**src/rtl/lc_ctrl_pkg.sv**
```systemverilog
// rtl/lc_ctrl_pkg.sv - life cycle multi-bit boolean type shared with lc_ctrl
package lc_ctrl_pkg;

    typedef logic [3:0] lc_tx_t;

    localparam lc_tx_t On  = 4'b0101;
    localparam lc_tx_t Off = 4'b1010;

endpackage

```
**src/rtl/lc_ctrl_trans_pkg.sv**
```systemverilog
// rtl/lc_ctrl_trans_pkg.sv - FSM encoding, status codes and write addresses for the transition initiator
package lc_ctrl_trans_pkg;

    // Walsh-row codes: every pair differs in exactly 8 bits
    typedef enum logic [15:0] {
        StIdle    = 16'hFF00,
        StClaim   = 16'hF0F0,
        StWrite   = 16'hCCCC,
        StWait    = 16'hAAAA,
        StRelease = 16'h0FF0,
        StError   = 16'h3C3C
    } state_e;

    typedef enum logic [2:0] {
        StatOk           = 3'd0,
        StatTokenErr     = 3'd1,
        StatTransErr     = 3'd2,
        StatBadTarget    = 3'd3,
        StatClaimTimeout = 3'd4,
        StatDoneTimeout  = 3'd5,
        StatClaimLost    = 3'd6,
        StatNoStatus     = 3'd7
    } status_e;

    localparam logic [2:0] AddrToken0 = 3'd0;
    localparam logic [2:0] AddrTarget = 3'd4;
    localparam logic [2:0] AddrStart  = 3'd5;

endpackage

```
**src/rtl/lc_ctrl_trans_initiator_if.sv**
```systemverilog
// rtl/lc_ctrl_trans_initiator_if.sv - request, response, mutex and word-write signals of the initiator
interface lc_ctrl_trans_initiator_if
    import lc_ctrl_pkg::*;
();
    logic           req_valid;
    logic           req_ready;
    logic [4:0]     req_target;
    logic [127:0]   req_token;
    logic           rsp_valid;
    logic [2:0]     rsp_status;
    lc_tx_t         claim;
    lc_tx_t         claim_grant;
    logic           wr_valid;
    logic           wr_ready;
    logic [2:0]     wr_addr;
    logic [31:0]    wr_data;
    logic           lc_done;
    logic           lc_success;
    logic           lc_token_err;
    logic           lc_trans_err;
    logic           fatal;

    modport master (
        input  req_valid, req_target, req_token, claim_grant, wr_ready,
               lc_done, lc_success, lc_token_err, lc_trans_err,
        output req_ready, rsp_valid, rsp_status, claim, wr_valid, wr_addr, wr_data, fatal
    );

    modport slave (
        output req_valid, req_target, req_token, claim_grant, wr_ready,
               lc_done, lc_success, lc_token_err, lc_trans_err,
        input  req_ready, rsp_valid, rsp_status, claim, wr_valid, wr_addr, wr_data, fatal
    );
endinterface

```
**src/rtl/lc_ctrl_trans_timer.sv**
```systemverilog
// rtl/lc_ctrl_trans_timer.sv - loadable down-counter; expired while the count sits at zero
module lc_ctrl_trans_timer #(
    parameter int unsigned Width = 17
) (
    input  logic             clk_i,
    input  logic             rst_i,
    input  logic             load,
    input  logic [Width-1:0] load_value,
    output logic             expired
);

    logic [Width-1:0] count_q;

    always_ff @(posedge clk_i) begin
        if (rst_i) begin
            count_q <= '0;
        end else if (load) begin
            count_q <= load_value;
        end else if (count_q != '0) begin
            count_q <= count_q - 1'b1;
        end
    end

    assign expired = (count_q == '0);

endmodule

```
**src/rtl/lc_ctrl_trans_initiator.sv**
```systemverilog
// rtl/lc_ctrl_trans_initiator.sv - claims the lc_ctrl mutex, writes token/target/start, returns one status
module lc_ctrl_trans_initiator
    import lc_ctrl_pkg::*;
    import lc_ctrl_trans_pkg::*;
#(
    parameter int unsigned NumLcStates  = 21,
    parameter int unsigned ClaimTimeout = 256,
    parameter int unsigned DoneTimeout  = 65536
) (
    input  logic                        clk_i,
    input  logic                        rst_i,
    lc_ctrl_trans_initiator_if.master   bus
);

    state_e       state_q, state_d;
    status_e      status_q, status_d;
    logic [127:0] token_q, token_d;
    logic [4:0]   target_q, target_d;
    logic [2:0]   idx_q, idx_d;

    logic         timer_load;
    logic [16:0]  timer_value;
    logic         timer_expired;

    logic         req_ready, rsp_valid, wr_valid, fatal;
    lc_tx_t       claim;
    logic [31:0]  wr_data;

    lc_ctrl_trans_timer #(.Width(17)) u_timer (
        .clk_i      (clk_i),
        .rst_i      (rst_i),
        .load       (timer_load),
        .load_value (timer_value),
        .expired    (timer_expired)
    );

    always_ff @(posedge clk_i) begin
        if (rst_i) begin
            state_q  <= StIdle;
            status_q <= StatOk;
            token_q  <= '0;
            target_q <= '0;
            idx_q    <= AddrToken0;
        end else begin
            state_q  <= state_d;
            status_q <= status_d;
            token_q  <= token_d;
            target_q <= target_d;
            idx_q    <= idx_d;
        end
    end

    always_comb begin
        state_d     = state_q;
        status_d    = status_q;
        token_d     = token_q;
        target_d    = target_q;
        idx_d       = idx_q;
        timer_load  = 1'b0;
        timer_value = '0;
        req_ready   = 1'b0;
        rsp_valid   = 1'b0;
        claim       = Off;
        wr_valid    = 1'b0;
        fatal       = 1'b0;

        unique case (state_q)
            StIdle: begin
                // Held low during reset so the first accept happens after release
                req_ready = !rst_i;
                if (bus.req_valid && req_ready) begin
                    token_d  = bus.req_token;
                    target_d = bus.req_target;
                    idx_d    = AddrToken0;
                    if (32'(bus.req_target) >= NumLcStates) begin
                        status_d = StatBadTarget;
                        state_d  = StRelease;
                    end else begin
                        timer_load  = 1'b1;
                        timer_value = 17'(ClaimTimeout - 1);
                        state_d     = StClaim;
                    end
                end
            end
            StClaim: begin
                claim = On;
                if (bus.claim_grant == On) begin
                    state_d = StWrite;
                end else if (bus.claim_grant != Off) begin
                    state_d = StError;
                end else if (timer_expired) begin
                    status_d = StatClaimTimeout;
                    state_d  = StRelease;
                end
            end
            StWrite: begin
                claim    = On;
                wr_valid = 1'b1;
                if (bus.claim_grant == Off) begin
                    status_d = StatClaimLost;
                    state_d  = StRelease;
                end else if (bus.claim_grant != On) begin
                    state_d = StError;
                end else if (bus.wr_ready) begin
                    if (idx_q == AddrStart) begin
                        timer_load  = 1'b1;
                        timer_value = 17'(DoneTimeout - 1);
                        state_d     = StWait;
                    end else begin
                        idx_d = idx_q + 3'd1;
                    end
                end
            end
            StWait: begin
                claim = On;
                if (bus.claim_grant == Off) begin
                    status_d = StatClaimLost;
                    state_d  = StRelease;
                end else if (bus.claim_grant != On) begin
                    state_d = StError;
                end else if (bus.lc_done) begin
                    if (bus.lc_token_err)      status_d = StatTokenErr;
                    else if (bus.lc_trans_err) status_d = StatTransErr;
                    else if (bus.lc_success)   status_d = StatOk;
                    else                       status_d = StatNoStatus;
                    state_d = StRelease;
                end else if (timer_expired) begin
                    status_d = StatDoneTimeout;
                    state_d  = StRelease;
                end
            end
            StRelease: begin
                rsp_valid = 1'b1;
                token_d   = '0;
                state_d   = StIdle;
            end
            StError: begin
                fatal = 1'b1;
            end
            default: begin
                state_d = StError;
            end
        endcase
    end

    always_comb begin
        wr_data = '0;
        if (wr_valid) begin
            case (idx_q)
                AddrTarget: wr_data = {27'b0, target_q};
                AddrStart:  wr_data = 32'h1;
                default:    wr_data = token_q[{idx_q[1:0], 5'd0} +: 32];
            endcase
        end
    end

    assign bus.req_ready  = req_ready;
    assign bus.rsp_valid  = rsp_valid;
    assign bus.rsp_status = rsp_valid ? status_q : StatOk;
    assign bus.claim      = claim;
    assign bus.wr_valid   = wr_valid;
    assign bus.wr_addr    = wr_valid ? idx_q : 3'd0;
    assign bus.wr_data    = wr_data;
    assign bus.fatal      = fatal;

endmodule

```
**src/flat_wrapper.sv**
```systemverilog
// flat-port wrapper written by rule: the top's interface ports become plain ports
module lc_ctrl_trans_initiator_flat import lc_ctrl_pkg::*; import lc_ctrl_trans_pkg::*;
#(
    parameter int unsigned NumLcStates  = 21,
    parameter int unsigned ClaimTimeout = 256,
    parameter int unsigned DoneTimeout  = 65536
)
  (clk_i, rst_i, bus_req_valid, bus_req_target, bus_req_token, bus_claim_grant, bus_wr_ready, bus_lc_done, bus_lc_success, bus_lc_token_err, bus_lc_trans_err, bus_req_ready, bus_rsp_valid, bus_rsp_status, bus_claim, bus_wr_valid, bus_wr_addr, bus_wr_data, bus_fatal);
  lc_ctrl_trans_initiator_if bus_i ();
  input  logic clk_i;
  input  logic rst_i;
  input wire logic [$bits(bus_i.req_valid)-1:0] bus_req_valid;
  input wire logic [$bits(bus_i.req_target)-1:0] bus_req_target;
  input wire logic [$bits(bus_i.req_token)-1:0] bus_req_token;
  input wire logic [$bits(bus_i.claim_grant)-1:0] bus_claim_grant;
  input wire logic [$bits(bus_i.wr_ready)-1:0] bus_wr_ready;
  input wire logic [$bits(bus_i.lc_done)-1:0] bus_lc_done;
  input wire logic [$bits(bus_i.lc_success)-1:0] bus_lc_success;
  input wire logic [$bits(bus_i.lc_token_err)-1:0] bus_lc_token_err;
  input wire logic [$bits(bus_i.lc_trans_err)-1:0] bus_lc_trans_err;
  output wire logic [$bits(bus_i.req_ready)-1:0] bus_req_ready;
  output wire logic [$bits(bus_i.rsp_valid)-1:0] bus_rsp_valid;
  output wire logic [$bits(bus_i.rsp_status)-1:0] bus_rsp_status;
  output wire logic [$bits(bus_i.claim)-1:0] bus_claim;
  output wire logic [$bits(bus_i.wr_valid)-1:0] bus_wr_valid;
  output wire logic [$bits(bus_i.wr_addr)-1:0] bus_wr_addr;
  output wire logic [$bits(bus_i.wr_data)-1:0] bus_wr_data;
  output wire logic [$bits(bus_i.fatal)-1:0] bus_fatal;
  assign bus_i.req_valid = bus_req_valid;
  assign bus_i.req_target = bus_req_target;
  assign bus_i.req_token = bus_req_token;
  assign bus_i.claim_grant = bus_claim_grant;
  assign bus_i.wr_ready = bus_wr_ready;
  assign bus_i.lc_done = bus_lc_done;
  assign bus_i.lc_success = bus_lc_success;
  assign bus_i.lc_token_err = bus_lc_token_err;
  assign bus_i.lc_trans_err = bus_lc_trans_err;
  assign bus_req_ready = bus_i.req_ready;
  assign bus_rsp_valid = bus_i.rsp_valid;
  assign bus_rsp_status = bus_i.rsp_status;
  assign bus_claim = bus_i.claim;
  assign bus_wr_valid = bus_i.wr_valid;
  assign bus_wr_addr = bus_i.wr_addr;
  assign bus_wr_data = bus_i.wr_data;
  assign bus_fatal = bus_i.fatal;
  lc_ctrl_trans_initiator #(.NumLcStates(NumLcStates), .ClaimTimeout(ClaimTimeout), .DoneTimeout(DoneTimeout)) u_core (.clk_i(clk_i), .rst_i(rst_i), .bus(bus_i));
endmodule
```
**config.mk**
```make
export PLATFORM = sky130hd
export DESIGN_NAME = lc_ctrl_trans_initiator_flat
export DESIGN_NICKNAME = d
export VERILOG_FILES = /design/src/rtl/lc_ctrl_pkg.sv /design/src/rtl/lc_ctrl_trans_pkg.sv /design/src/rtl/lc_ctrl_trans_initiator_if.sv /design/src/rtl/lc_ctrl_trans_timer.sv /design/src/rtl/lc_ctrl_trans_initiator.sv /design/src/flat_wrapper.sv
export SDC_FILE = /design/constraint.sdc
export NUM_CORES = 1
export LEC_CHECK = 0
export ABC_AREA = 1
export BUFFER_PORTS_ARGS = -buffer_cell sky130_fd_sc_hd__buf_2
export CORE_UTILIZATION = 55
export DETAILED_ROUTE_END_ITERATION = 10
export GPL_ROUTABILITY_DRIVEN = 0
export PLACE_DENSITY_LB_ADDON = 0.08
export RECOVER_POWER = 50
export SYNTH_ARGS = -nofsm -noshare
export SYNTH_HDL_FRONTEND = slang
export SYNTH_SLANG_ARGS = --single-unit
```
**constraint.sdc**
```tcl
create_clock -name clk_i -period 3 [get_ports clk_i]
set_input_delay 0.45 -clock clk_i [delete_from_list [all_inputs] [get_ports clk_i]]
set_output_delay 0.45 -clock clk_i [all_outputs]
set_load 0.005 [all_outputs]
```
==> results.json, run 1 <==
{
  "rows": 46,
  "cap_viol_max_count": 0,
  "die_w_microns": 131,
  "overflow": 0,
  "hp-class": "in -> reg",
  "regToRegSetupSlack_ns": 0.12,
  "drive_above_1_share_pct": 20.9,
  "fin_crit_ns": 2.88,
  "crit_path_start_kind": "register",
  "wl_mm": 28.5,
  "hold_path_depth": 3,
  "finalSetupViolations": 0,
  "synth.avg_cell_area_sq_um": 6.74,
  "ant_nets": 0,
  "power_mw": 5.35,
  "core_sq_um": 16100,
  "synthSimpleGateAreaFrac_pct": 36.7,
  "p_leak_nw": 4.54,
  "area_growth_pct": 16.3,
  "yosysWarningCount": 0,
  "ys_types": 40,
  "fin_util_pct": 66.2,
  "slowest_delay_ns": 0.72,
  "ios": 191,
  "crit_type": "reg -> reg",
  "initial_core_util_pct": 56.9,
  "synth_edf_count": 0,
  "die_h_microns": 131,
  "slew_headroom_pct": 22.0,
  "num_antenna_cells": 0,
  "worst_slew_pin_slew_ns": 1.17,
  "synth_common_cells": "nor2_1 (332), o21ai_0 (210), dfxtp_1 (172), nand2_1 (167), nor3_1 (89)",
  "clk_latency_ns": 0.43,
  "max_freq_ghz": 0.347,
  "cts.htree.levels": 4,
  "cts_tree": "yes",
  "async_flop_share_pct": 0,
  "grt_pass1_wl_mm": 44.1,
  "finalMaxSlewViolations": 0,
  "cts-root-buf": "clkbuf_16",
  "syn_inst": 1355,
  "drcViolationCount": 0,
  "wire_per_inst_microns": 16.6,
  "numCtsBuffers": 17,
  "cp.depth": 9,
  "grt_pass1_vias": 8759,
  "via_count": 9624,
  "hpwl_mm": 20.2,
  "finalHoldViolations": 0,
  "post_dp_cell_area_sq_um": 10100,
  "period_share_pct": 96.1,
  "powerDensity_nw_per_um2": 503,
  "design_area_sq_um": 10600,
  "track_usage_pct": 33.7,
  "fin_skew_ns": 0.00604,
  "synth_xor_area_share_pct": 0.671,
  "drt_iter0_markers": 924,
  "status": "complete, no violations",
  "die_area_sq_um": 17100,
  "synth_area_leaders": "dfxtp_1 (38%), nor2_1 (14%), o21ai_0 (12%)",
  "rr_worst_depth": 9,
  "clk_path_buf_depth": 2,
  "worstSetupEndpointType": "register",
  "path_cells": "nand2_1 > inv_2 > nand2_2 > nor2_4 > nand3_2 > nand2_4 > clkbuf_4 > nor2_1 > nor3_1",
  "synth_seq_cells": 172,
  "io_buffers": 190,
  "netlist_area_sq_um": 9140,
  "synth.largest_area_cell": "dfxtp_1",
  "synth_flop_cell": "dfxtp_1",
  "cts_sinks": 172,
  "synth_compound_area_share_pct": 16.1,
  "crit_arrival_ns": 3.21,
  "ir_drop_mv": 0.447,
  "crit_path_max_fanout": 46,
  "yosysSeqAreaShare_pct": 37.7,
  "worstPathRequired_ns": 3.33,
  "n_fill_cell": 1527,
  "yosysTopAreaCellShare_pct": 37.7,
  "yosysMostFrequentCell": "nor2_1",
  "viasPerCell": 5.60,
  "multi_input_area_sq_um": 4930,
  "dr.pass1.iters": 7,
  "synth-adder-area-share_pct": 0.685,
  "crit_slowest_cell": "nand3_2",
  "synth_top_family_by_area": "simple AND/OR/NAND/NOR gates",
  "regArea_sq_um": 3440,
  "antenna_found_initial": 3,
  "worst-path-buf-inv": 2,
  "muxShareOfSynthArea_pct": 0,
  "cp_top_family": "simple AND/OR/NAND/NOR gates",
  "place_inst": 1685,
  "clk_pin_slew_worst_paths_ns": 0.06,
  "layout.cells.non_filler": 1720,
  "synth_nets": 1505,
  "nets": 1643,
  "hold_buffers": 0,
  "grt_max_degree": 145
}
-- layer usage --
layer	global-route usage [%]	wire length, microns	up-vias
met5	0	13	-
met4	19.1	1510	2
met3	7.21	1970	73
met2	56.8	13400	427
met1	39.8	11600	4378
li1	-	-	4744
-- cell families (layout without fill, tap and decap cells) --
group	after synthesis	count (layout)
flops	172	172
buf+inv	164	313
other cells	1	1
simple gates	722	722
compound gates	284	284
fa+ha+maj	5	5
xor+xnor	7	7
-- flip-flops by register name, indices dropped and copies added (netlist names) --
register                flops
u_core.status_q             3
u_core.token_q            128
u_core.state_q             16
u_core.u_timer.count_q     17
u_core.target_q             5
u_core.idx_q                3
-- stage by stage --
| stage | hold WS [ns] | setup WS, ns | TNS (ns) |
|---|---|---|---|
| finish | 0.245 | 0.117 | 0 |
| global route | 0.241 | -0.00504 | -0.00504 |
| floorplan | 0.443 | 0.679 | 0 |
| CTS | 0.238 | 0.00251 | 0 |
| detailed placement | 0.476 | 0.466 | 0 |
| global placement | 0.463 | 0.565 | 0 |
-- final cells by class --
cell class	instances	area share, %
clock buffer	19	4.26
clock inverter	11	1.04
inverter	76	2.74
multi-input combinational	1019	46.4
sequential	172	32.4
tap	216	2.54
timing repair buffer	207	10.6
-- where the power goes --
part           internal, mW  leakage [nW]  total [mW]  switching [mW]
registers              2.36          1.39        2.42          0.0608
clock network          1.19         0.274        2.14           0.945
logic                 0.305          2.87       0.789           0.483
-- path summary, 6_finish.rpt --
| check | startpoint | to |
|---|---|---|
| setup / recovery | u_core.state_q[15]$_SDFFE_PP1P_ | u_core.token_q[88]$_SDFFE_PP0P_ |
| hold / removal | bus_req_target[1] | u_core.target_q[1]$_SDFFE_PP0P_ |
| setup reg to reg | u_core.state_q[15]$_SDFFE_PP1P_ | u_core.token_q[88]$_SDFFE_PP0P_ |
| hold reg to reg | u_core.target_q[1]$_SDFFE_PP0P_ | u_core.target_q[1]$_SDFFE_PP0P_ |
-- cells in the final DEF, fill, tap and decap left out, types with 4 or more instances in the layout --
master / instances
nand4_1: 19
xnor2_1: 4
dfxtp_1: 171
nand3b_1: 5
buf_12: 4
ha_1: 5
nor3_2: 48
nor2_2: 7
nor2_1: 336
nand2_2: 4
inv_2: 5
buf_4: 12
nand3_2: 4
buf_2: 188
clkbuf_16: 17
nand2_1: 168
nand3_1: 34
nor3_1: 89
a31oi_1: 5
inv_1: 68
a21oi_1: 54
o21ai_0: 211
-- timing repair --
action,CTS,global route
buffers inserted,0,5
endpoints found under the setup margin,0,27
resized for setup,0,3
-- worst min-delay path, stage by stage --
cell and delay [ns]:
buf_2 0.09, nand2_1 0.05, nand2_1 0.05
(Power assumes the default switching activity.)
==> inputs of run 2 (changes only) <==
==> constraint.sdc (replaced) <==
create_clock -name clk_i -period 3.1 [get_ports clk_i]
set_input_delay 0.465 -clock clk_i [delete_from_list [all_inputs] [get_ports clk_i]]
set_output_delay 0.465 -clock clk_i [all_outputs]
set_load 0.005 [all_outputs]
==> run 2 against run 1 <==
Net effect: die area did not move; global-route usage rose by 0.91 points; count of clock-buffer cells in the layout fell by 1; routed wire length rose by 0.47%; clock skew rose by 0.0047 ns; final area fell by 0.38%; largest power group unchanged.
==> results.json, run 2 (synthesis results as in run 1) <==
{
  "status": "complete, no violations",
  "overflow": 0,
  "dr.pass1.iters": 5,
  "worst_slew_pin_slew_ns": 1.19,
  "ios": 191,
  "clk_latency_ns": 0.43,
  "largest_register_ffs": 128,
  "fin_skew_ns": 0.0107,
  "cts.htree.levels": 4,
  "track_usage_pct": 34.6,
  "cts-root-buf": "clkbuf_16",
  "grt_pass1_wl_mm": 45.6,
  "finalSetupViolations": 0,
  "fin_tns_setup_ns": 0,
  "post_cts_buffers": 0,
  "numCtsBuffers": 17,
  "viasPerCell": 5.63,
  "crit_type": "reg -> out",
  "antenna_found_initial": 2,
  "hpwl_mm": 20.2,
  "wl_mm": 28.6,
  "nets": 1639,
  "grt_pass1_vias": 9053,
  "regMostFlops": "u_core.token_q",
  "crit_path_start_kind": "register",
  "die_h_microns": 131,
  "core_sq_um": 16100,
  "fin_crit_ns": 2.87,
  "power_mw": 5.17,
  "crit_path_max_fanout": 27,
  "drt_iter0_markers": 904,
  "postCtsResizedCells": 0,
  "period_share_pct": 92.7,
  "clk_pin_slew_worst_paths_ns": 0.07,
  "layout_common_cells": "nor2_1 (337), o21ai_0 (211), buf_2 (189)",
  "worstSetupEndpointType": "primary output",
  "via_count": 9667,
  "drcViolationCount": 0,
  "cts_tree": "yes",
  "finalMaxSlewViolations": 0,
  "area_growth_pct": 15.9,
  "crit_arrival_ns": 2.41,
  "powerDensity_nw_per_um2": 488,
  "place_inst": 1686,
  "rows": 46,
  "wire_per_inst_microns": 16.6,
  "grt_max_degree": 145,
  "ir_drop_mv": 0.461,
  "io_buffers": 190,
  "ant_nets": 0,
  "largest_registers": "u_core.token_q (128), u_core.u_timer.count_q (17), u_core.state_q (16)",
  "cap_viol_max_count": 0,
  "initial_core_util_pct": 56.9,
  "hp-class": "in -> reg",
  "hold_buffers": 0,
  "finalHoldViolations": 0,
  "die_area_sq_um": 17100,
  "slew_headroom_pct": 20.5,
  "cts_sinks": 172,
  "die_w_microns": 131,
  "p_leak_nw": 4.51,
  "layout.cells.non_filler": 1718,
  "timing.hold.ws_ns": 0.253,
  "final_common_cell": "nor2_1",
  "clk_path_buf_depth": 2,
  "rsz0062_at_grt": "no",
  "fin_util_pct": 65.9,
  "drive_above_1_share_pct": 20.7,
  "worstPathRequired_ns": 2.63,
  "max_freq_ghz": 0.348
}
run 2: changes by cell type in the layout (fill, tap and decap cells not counted), sizes merged:
cell	change
clkinvlp	+3
clkinv	+2
diode	+1
inv	-3
buf	-1
clkbuf	-4
run 2: layout make-up:
| class | count | area [sq um] |
|---|---|---|
| clock buffers | 18 | 439 |
| clock inverters | 13 | 119 |
| flip-flops and latches | 172 | 3440 |
| diodes | 1 | 2.50 |
| inverters | 76 | 288 |
| repair buffers | 203 | 1100 |
| well taps | 216 | 270 |
| fillers | 1537 | 5470 |
| multi-input cells | 1019 | 4920 |
run 2: per-layer routing:
metal	wire [microns]	GRT usage, %	share of wire, %	up-vias
li1	-	-	-	4734
met1	11600	41.6	41	4434
met2	13500	57.6	47	404
met3	1880	7.17	6.6	93
met4	1590	19.7	5.6	2
met5	11	0	0.038	-
run 2: through the flow:
| stage | worst slack, ns | instance area (sq um) |
|---|---|---|
| floorplan | 0.764 | 9140 |
| global placement | 0.772 | 10100 |
| detailed placement | 0.669 | 10100 |
| CTS | 0.199 | 10600 |
| global route | 0.0474 | 10600 |
| finish | 0.226 | 10600 |
run 2: power by group:
part           switching [mW]  internal (mW)  total (mW)
sequential             0.0589           2.28        2.34
clock                   0.923           1.13        2.05
combinational           0.479          0.296       0.775
run 2: worst max-delay path: stages, from the launching register on:
cell     delay, ns
dfxtp_1       0.47
nand2_1       0.14
inv_2         0.09
nand2_1       0.06
nor2_2        0.14
nand2_2       0.23
nor2_2        0.31
inv_4         0.20
a21oi_1       0.19
buf_2         0.14
run 2: path summary, 6_finish.rpt:
path	startpoint	end	slack [ns]	depth (start not counted)
hold reg to reg	u_core.target_q[4]$_SDFFE_PP0P_	u_core.target_q[4]$_SDFFE_PP0P_	0.48	2
hold / removal	bus_req_target[1]	u_core.target_q[1]$_SDFFE_PP0P_	0.25	3
setup reg to reg	u_core.state_q[15]$_SDFFE_PP1P_	u_core.token_q[82]$_SDFFE_PP0P_	0.24	8
setup / recovery	u_core.state_q[15]$_SDFFE_PP1P_	bus_wr_data[18]	0.23	9
